File: src/rtl/weight_sram_arbiter.sv
// -----------------------------------------------------------------------------
// weight_sram_arbiter
//
// Shares one single-port weight SRAM between the weight loader (write side)
// and four compute engines (read side: conv1, conv2, conv3, fc).
//
// The loader always wins: a write request is granted combinationally in the
// same cycle and pre-empts any read. Reads are arbitrated with a bursting
// round-robin. The current owner keeps the SRAM for up to BURST_MAX
// consecutive beats while it keeps requesting. After that, or when it drops
// its request, the search moves on starting from the next requester. Read
// data comes back one cycle after the grant. It is tagged one-hot with the
// requester it belongs to.
//
// Parameters
//   AW         SRAM address width
//   DW         SRAM word width
//   BURST_MAX  maximum consecutive read beats per grant (>= 1)
//
// Ports
//   clk         clock, all logic on the rising edge
//   rst_n       synchronous active-low reset
//   wr_req      loader write request
//   wr_addr     loader write address
//   wr_data     loader write data
//   wr_gnt      write accepted this cycle
//   rd_req      read requests: bit0 conv1, bit1 conv2, bit2 conv3, bit3 fc
//   rd_addr     read addresses, requester i at [i*AW +: AW]
//   rd_gnt      one-hot read grant, accepted this cycle
//   rd_valid    one-hot: rd_data belongs to requester i
//   rd_data     read data (zero when no rd_valid bit is set)
//   sram_me     SRAM enable
//   sram_we     SRAM write enable
//   sram_addr   SRAM address
//   sram_wdata  SRAM write data
//   sram_rdata  SRAM read data, valid one cycle after a read access
//   owner       current burst owner (debug)
// -----------------------------------------------------------------------------
module weight_sram_arbiter #(
  parameter int AW        = 10,
  parameter int DW        = 72,
  parameter int BURST_MAX = 9
) (
  input  logic            clk,
  input  logic            rst_n,
  input  logic            wr_req,
  input  logic [AW-1:0]   wr_addr,
  input  logic [DW-1:0]   wr_data,
  output logic            wr_gnt,
  input  logic [3:0]      rd_req,
  input  logic [4*AW-1:0] rd_addr,
  output logic [3:0]      rd_gnt,
  output logic [3:0]      rd_valid,
  output logic [DW-1:0]   rd_data,
  output logic            sram_me,
  output logic            sram_we,
  output logic [AW-1:0]   sram_addr,
  output logic [DW-1:0]   sram_wdata,
  input  logic [DW-1:0]   sram_rdata,
  output logic [1:0]      owner
);

  // Beat counter wide enough to hold BURST_MAX for the end-of-burst compare.
  localparam int CW = (BURST_MAX < 2) ? 1 : $clog2(BURST_MAX + 1);
  localparam logic [CW-1:0] BURST_LAST = CW'(BURST_MAX);

  logic [CW-1:0] burst_cnt;
  logic [CW-1:0] cnt_inc;
  logic          burst_active;

  logic          hold;
  logic          rr_found;
  logic [1:0]    rr_idx;
  logic [1:0]    cand;
  logic          win_found;
  logic [1:0]    win_idx;
  logic          grant_wr;
  logic          grant_rd;

  logic [3:0]    rd_vld_p1;

  // ---------------------------------------------------------------------------
  // Stage p0: winner selection and same-cycle grant / SRAM drive
  // ---------------------------------------------------------------------------

  // The owner keeps the SRAM only while its burst is open and it still asks.
  assign hold = burst_active & rd_req[owner];

  // Round-robin search from owner+1 upward with wrap. The fourth candidate
  // is the owner itself. This lets a sole requester be re-granted right
  // after its burst closes, with no idle cycle in between.
  always_comb begin
    rr_found = 1'b0;
    rr_idx   = owner;
    cand     = owner;
    for (int k = 1; k <= 4; k++) begin
      cand = owner + 2'(k);
      if (!rr_found && rd_req[cand]) begin
        rr_found = 1'b1;
        rr_idx   = cand;
      end
    end
  end

  assign win_found = hold | rr_found;
  assign win_idx   = hold ? owner : rr_idx;

  // Reset forces every grant low regardless of requests.
  assign grant_wr = rst_n & wr_req;
  assign grant_rd = rst_n & ~wr_req & win_found;

  assign cnt_inc = burst_cnt + CW'(1);

  always_comb begin
    wr_gnt     = 1'b0;
    rd_gnt     = 4'b0000;
    sram_me    = 1'b0;
    sram_we    = 1'b0;
    sram_addr  = '0;
    sram_wdata = '0;
    if (grant_wr) begin
      wr_gnt     = 1'b1;
      sram_me    = 1'b1;
      sram_we    = 1'b1;
      sram_addr  = wr_addr;
      sram_wdata = wr_data;
    end else if (grant_rd) begin
      rd_gnt          = 4'b0000;
      rd_gnt[win_idx] = 1'b1;
      sram_me         = 1'b1;
      sram_addr       = rd_addr[win_idx*AW +: AW];
    end
  end

  // Burst bookkeeping. A write cycle touches none of it, so a pre-empted
  // owner picks up exactly where it left off.
  always_ff @(posedge clk) begin
    if (!rst_n) begin
      owner        <= 2'd3;  // first search after reset starts at conv1
      burst_cnt    <= '0;
      burst_active <= 1'b0;
    end else if (grant_rd) begin
      if (hold) begin
        if (cnt_inc == BURST_LAST) begin
          burst_active <= 1'b0;
          burst_cnt    <= '0;
        end else begin
          burst_cnt <= cnt_inc;
        end
      end else begin
        // New burst. This also covers the case where the owner dropped its
        // request this cycle and another requester took over.
        owner <= win_idx;
        if (BURST_MAX == 1) begin
          burst_active <= 1'b0;
          burst_cnt    <= '0;
        end else begin
          burst_active <= 1'b1;
          burst_cnt    <= CW'(1);
        end
      end
    end else if (!wr_req && burst_active && !rd_req[owner]) begin
      // Owner dropped its request and nobody else is waiting.
      burst_active <= 1'b0;
      burst_cnt    <= '0;
    end
  end

  // ---------------------------------------------------------------------------
  // Stage p1: read return, aligned with the SRAM's one-cycle read latency
  // ---------------------------------------------------------------------------
  always_ff @(posedge clk) begin
    if (!rst_n) begin
      rd_vld_p1 <= 4'b0000;
    end else begin
      rd_vld_p1 <= rd_gnt;
    end
  end

  assign rd_valid = rd_vld_p1;
  assign rd_data  = (|rd_vld_p1) ? sram_rdata : '0;

endmodule

File: config.mk
export PLATFORM = sky130hd
export DESIGN_NAME = weight_sram_arbiter
export DESIGN_NICKNAME = d
export VERILOG_FILES = /design/src/rtl/weight_sram_arbiter.sv
export SDC_FILE = /design/constraint.sdc
export NUM_CORES = 1
export LEC_CHECK = 0
export ABC_AREA = 0
export ABC_CLOCK_PERIOD_IN_PS = 2000
export BUFFER_PORTS_ARGS = -buffer_cell sky130_fd_sc_hd__buf_2
export CELL_PAD_IN_SITES_DETAIL_PLACEMENT = 0
export CELL_PAD_IN_SITES_GLOBAL_PLACEMENT = 1
export CORE_AREA = 5 5 139 141
export DETAILED_ROUTE_END_ITERATION = 16
export DIE_AREA = 0 0 144 146
export PLACE_DENSITY = 0.7
export SLEW_MARGIN = 5
export SYNTH_ARGS = -nofsm -noshare
export SYNTH_HDL_FRONTEND = slang
export SYNTH_SLANG_ARGS = --single-unit
export TNS_END_PERCENT = 30
File: constraint.sdc
create_clock -name clk -period 2 [get_ports clk]
set_clock_uncertainty 0.2 [all_clocks]
set_input_delay 0.1 -clock clk [delete_from_list [all_inputs] [get_ports clk]]
set_output_delay 0.1 -clock clk [all_outputs]
set_load 0.05 [all_outputs]
## After elaboration in Yosys (flattened, before gate mapping)

Index checks and enable logic that the tools add are counted.

- Flip-flop bits (word level): 11
- Bits of input ports: 201
- Logic and storage cells: 76

- Add/subtract/negate cells: 4
- Multipliers: 1
- Magnitude comparators: 6
- Equal/unequal tests: 2
- Shift operators: 1
- Muxes and demuxes: 36
- Bitwise gates (word level): 7
- Reductions and logical operators: 15

Operator list:

| cell | count |
|---|---|
| 72-bit two-way mux | 2 |
| 40-bit by 7-bit variable part select with 10-bit output | 1 |
| 4-bit two-way mux | 6 |
| 10-bit two-way mux | 2 |
| 1-bit two-way mux | 16 |
| 2-bit by 3-bit less-than comparator with 1-bit output (second input constant) | 5 |
| 2-bit two-way mux | 5 |
| 1-bit binary-select mux with 2-bit select | 4 |
| 1-bit logical AND | 6 |
| 1-bit logical NOT | 5 |
| 2-bit by 3-bit multiplier with 5-bit output (second input constant) | 1 |
| 2-bit adder (second input constant) | 2 |
| 4-bit by 1-bit adder with 4-bit output (second input constant) | 1 |
| 1-bit bitwise AND | 4 |
| 4-bit == test (second input constant) | 1 |
| 2-bit AND reduction | 2 |
| 4-bit OR reduction | 1 |
| 3-bit by 2-bit != test with 1-bit output (second input constant) | 1 |
| 2-bit by 1-bit adder with 2-bit output (second input constant) | 1 |
| 1-bit demux with 2-bit select | 1 |
| 2-bit by 1-bit greater-or-equal comparator with 1-bit output (second input constant) | 1 |
| 1-bit inverter | 2 |
| 2-bit nonzero test | 1 |
| 1-bit bitwise OR | 1 |

## Logic depth before layout (Yosys ltp)

- Depth in word-level cells: 20
- Gate-level depth with buffers: 8
- Mapped depth without buffers: 7

## Worst setup path after synthesis

No wires, ideal clock.

- Kind: register -> output
- From: register owner[1]
- To: output port sram_addr[3]
- Arrival time: 2.771 ns
- Required time: 1.700 ns
- Path slack: -1.071 ns
- Cell stages (with the launch flop): 9
- Path buffers: 2
- Cells stage by stage: dfxtp_1 > buf_6 > mux2i_1 > a22o_2 > o21ai_2 > a21oi_4 > buf_4 > nand3_1 > a32oi_1

- Word-level cells in the longest chain between the ends: 18
- Elaborated cells on any way between the ends: 33
- Classes of those cells: add/sub (3); mul (1); shift (1); mux (19); bitwise (3); reduce/logical (6)

Ends and longest elaborated chain:

| item | line | RTL |
|---|---|---|
| start: declaration | 60 | `output logic [1:0] owner` |
| start signal: assignment | 153 | `owner <= win_idx;` |
| 2-bit by 1-bit adder with 2-bit output | 97 | `cand = owner + 2'(k);` |
| 1-bit binary-select mux with 2-bit select | 98 | `if (!rr_found && rd_req[cand]) begin` |
| 1-bit two-way mux (implied by the code) | 98 |  |
| 1-bit two-way mux | 98 |  |
| 1-bit logical NOT | 98 |  |
| 1-bit logical AND | 98 |  |
| 1-bit two-way mux | 98 |  |
| 1-bit logical NOT | 98 |  |
| [2 not listed] | - |  |
| 1-bit logical NOT | 98 |  |
| 1-bit logical AND | 98 |  |
| 2-bit two-way mux | 98 |  |
| 2-bit two-way mux | 106 | `assign win_idx = hold ? owner : rr_idx;` |
| 2-bit by 3-bit multiplier with 5-bit output | 131 | `sram_addr = rd_addr[win_idx*AW +: AW];` |
| 40-bit by 7-bit variable part select with 10-bit output | 131 |  |
| 10-bit two-way mux (*) | 127 | `end else if (grant_rd) begin` |
| 10-bit two-way mux (*) | 121 | `if (grant_wr) begin` |
| end: declaration | 57 | `output logic [AW-1:0] sram_addr,` |

Every way passes the cells marked *; elsewhere a longest branch is shown, timed or not. The select of a mux whose other input is x is not followed.

## Final worst setup path

- From: register owner[1]
- To: output port sram_addr[1]

Same word-level chain as after synthesis.

==> results by group <==
Power and ir drop
  • Pint: 0.00128 W
  • Psw: 0.00172 W
  • Maximum vdd drop: 0.298 mV
  • Sw Share: 0.574
  • Power Density: 568 nW/um^2
  • Clk pwr share: 0.126
  • Sequential power share: 0.082
  • Leakage Power: 2.96 nW
  • Logic pwr share: 0.792

Timing
  • Fmax: 395 MHz
  • Final WS setup: -0.534 ns
  • Period minus WS final: 2.53 ns
  • Final period util: 1.27
  • Max-slew violations: 0
  • Hold Slack: 0.0735 ns
  • Worst slew pin tran: 0.488 ns
  • Slew HR: 0.675
  • Sum Neg Setup Slack: -7.45 ns
  • Final Hold Vio Count: 0
  • Setup Viol. Count Final: 19
  • RSZ-0062 raised after global routing: true

Place
  • Final HPWL DP: 11400 microns
  • Port buffer count: 367
  • Global placement routability congestion: 0.883
  • Setup WS pre-CTS: -0.406 ns
  • Placed inst area: 5030 sq um

Synthesis
  • Distinct cells, synth: 42
  • Top cells by count, synth: nor2b_1, and3_1, clkbuf_1
  • Syn Area/Cell: 6.84 sq um
  • Post-synth ARST share: 0
  • Yosys top cell by area: nor2b_1
  • Seq cells post-synth: 11
  • Sequential area share after synthesis: 0.0938
  • Synth top area share: 0.203
  • Top FF cell, synth: dfxtp_1
  • Synth Instances: 343
  • Synth Cell Area: 2350 sq um
  • Most instantiated library cell after synthesis: nor2b_1
  • Number of enable flip-flop cells after synthesis: 0
  • Syn Nets: 546
  • Synth area leaders: nor2b_1, and3_1, dfxtp_1
  • Ys Warns: 0

Routing
  • DRC Markers: 0
  • Routed length on met2: 7060 microns
  • Post-detailed-route count of antenna-violating nets: 0
  • Drt initial violations: 184
  • First drt pass iteration count: 4
  • Routed WL: 13600 microns
  • Vias: 3859
  • Uppermost layer routed: met4
  • Vias per cell: 4.09
  • Met3 WL post-DR: 832 microns
  • WL/cell: 14.4 microns
  • Met1 wire length: 5530 microns

Floorplan
  • Chip width: 144 microns
  • I/O pin cnt: 368
  • Number of cell rows: 49
  • Initial Util: 0.132
  • Die area: 21000 sq um
  • Die height: 146 microns
  • CORE AREA: 17800 sq um

Worst hold path
  • Hold Startpoint: wr_req
  • Hold WC Path Type: input pin to flip-flop

Final layout
  • Cell area after layout: 5290 sq um
  • Core Util, Final: 0.296
  • Multi-input gate area: 2360 sq um
  • Final #Nets: 918
  • Diode count: 0
  • Register area: 228 sq um
  • # fillers: 1922
  • Share of cells above drive strength 1: 0.664
  • P&R area growth vs syn: 125%

Global routing
  • Largest net degree at the start of global routing: 73
  • Vias in the first global route: 3581
  • Number of antenna violations at the first check in global routing: 0
  • Grt total ovfl: 0
  • Gr usage total: 0.115
  • First-pass GRT wire length: 19900 microns

Clock network
  • Clk pin slew, worst setup/hold paths: 0.05 ns
  • # H-tree levels: 1
  • Total CTS buffers: 3
  • Clock Latency Late Sink: 0.24 ns
  • CTS max path bufs: 2
  • Root Buffer: clkbuf_16
  • CTS tree: built
  • CTS Sinks: 11

Setup path
  • Critical path endpoint category: output pin
  • R2R Path Start: owner[1]
  • CP Max Fanout: 9
  • CP startpoint: owner[1]
  • Max incr delay on CP: 0.55 ns
  • Setup CP Type: flip-flop to output pin
  • CP max-delay cell: mux4_2
  • Worst path buffer plus inverter count: 2
  • Setup crit start kind: flip-flop
  • Largest delay contributor family on the critical path: compound AO/OA/AOI/OAI gates
  • CP Cell Sequence: mux4_2 > o21a_1 > o21a_2 > buf_12 > a22oi_2 > a32oi_4 > buf_6
  • Req. time, crit path: 1.70 ns
  • Arrival @ worst endpoint: 2.23 ns

Job
  • Maxcap violations: 0

Run status
  • Outcome: finished, violations left
  • Failing checks: setup timing
-- worst paths after layout --
| kind | endpoint | slack, ns | cells past startpoint |
|---|---|---|---|
| hold / removal | burst_active | 0.07 | 3 |
| hold reg to reg | burst_cnt[3] | 0.31 | 2 |
| setup / recovery | sram_addr[1] | -0.53 | 7 |
| setup reg to reg | rd_valid[2] | -0.16 | 7 |
-- what timing repair did --
item | CTS | global route
pin swaps | 6 | 2
hold buffers | 0 | 0
gates resized for setup | 29 | 15
gates cloned | 0 | 1
endpoints found under the setup margin | 24 | 24
buffers inserted | 1 | 0
-- stage by stage --
step	power, W	std cells
4_1_cts	0.00299	942
5_1_grt	0.00316	943
2_1_floorplan	0.00189	343
3_3_place_gp	0.00254	937
6_report	0.00300	943
3_5_place_dp	0.00254	937
-- state kept, by name, indices dropped and copies added, names as in the netlist --
name	count
burst_cnt	4
owner	2
rd_valid	4
burst_active	1
-- power by group through the flow --
| stage | Sequential [W] | Combinational [W] | Clock (W) |
|---|---|---|---|
| 6_report | 0.000246 | 0.00238 | 0.000378 |
| 2_1_floorplan | 0.000273 | 0.00162 | 0 |
| 5_1_grt | 0.000248 | 0.00251 | 0.000402 |
| 3_5_place_dp | 0.000250 | 0.00229 | 0 |
| 4_1_cts | 0.000246 | 0.00235 | 0.000396 |
| 3_3_place_gp | 0.000250 | 0.00229 | 0 |
-- logic make-up (layout without fill, tap and decap cells) --
group / after synthesis / count (layout) / share of synthesized area
simple gates: 207 / 207 / 0.525
compound gates: 63 / 63 / 0.209
buf+inv: 44 / 415 / 0.0885
mux: 16 / 16 / 0.0736
flops: 11 / 11 / 0.0938
fa+ha+maj: 2 / 2 / 0.0107
-- final cells by class --
class / instances / area share
flip-flops and latches: 11 / 0.0431
repair buffers: 406 / 0.438
inverters: 5 / 0.00355
multi-input cells: 288 / 0.446
well taps: 229 / 0.0542
clock inverters: 1 / 0.000947
clock buffers: 3 / 0.0142
-- worst min-delay path, cell delays in order --
cell and delay (ns):
buf_2 0.17, a22oi_1 0.11, nor2b_1 0.10
-- metal layers --
metal  vias up  track usage
li1       1969            -
met1      1739        0.148
met2       141        0.204
met3        10       0.0122
met4         0       0.0259
met5         -            0
-- cells in the final DEF (no fill, tap or decap), types with 2 or more instances in the layout --
cell / n
inv_1: 5
a32oi_4: 10
nor2_4: 3
clkbuf_16: 4
nand3_2: 2
a22oi_1: 4
nand2_1: 6
nand3_1: 12
o21ai_1: 4
and3_1: 73
mux2i_2: 5
nor2b_1: 70
buf_12: 6
dfxtp_1: 9
and2_1: 2
nand2b_1: 2
dfxtp_4: 2
a22oi_2: 8
nor2_1: 11
buf_2: 352
mux2i_1: 10
o21ai_0: 5
buf_6: 13
buf_4: 33
nand3_4: 8
a21oi_1: 13
o31a_1: 2
ha_1: 2
nor2b_2: 6
a21oi_4: 3
(Power assumes the default switching activity.)
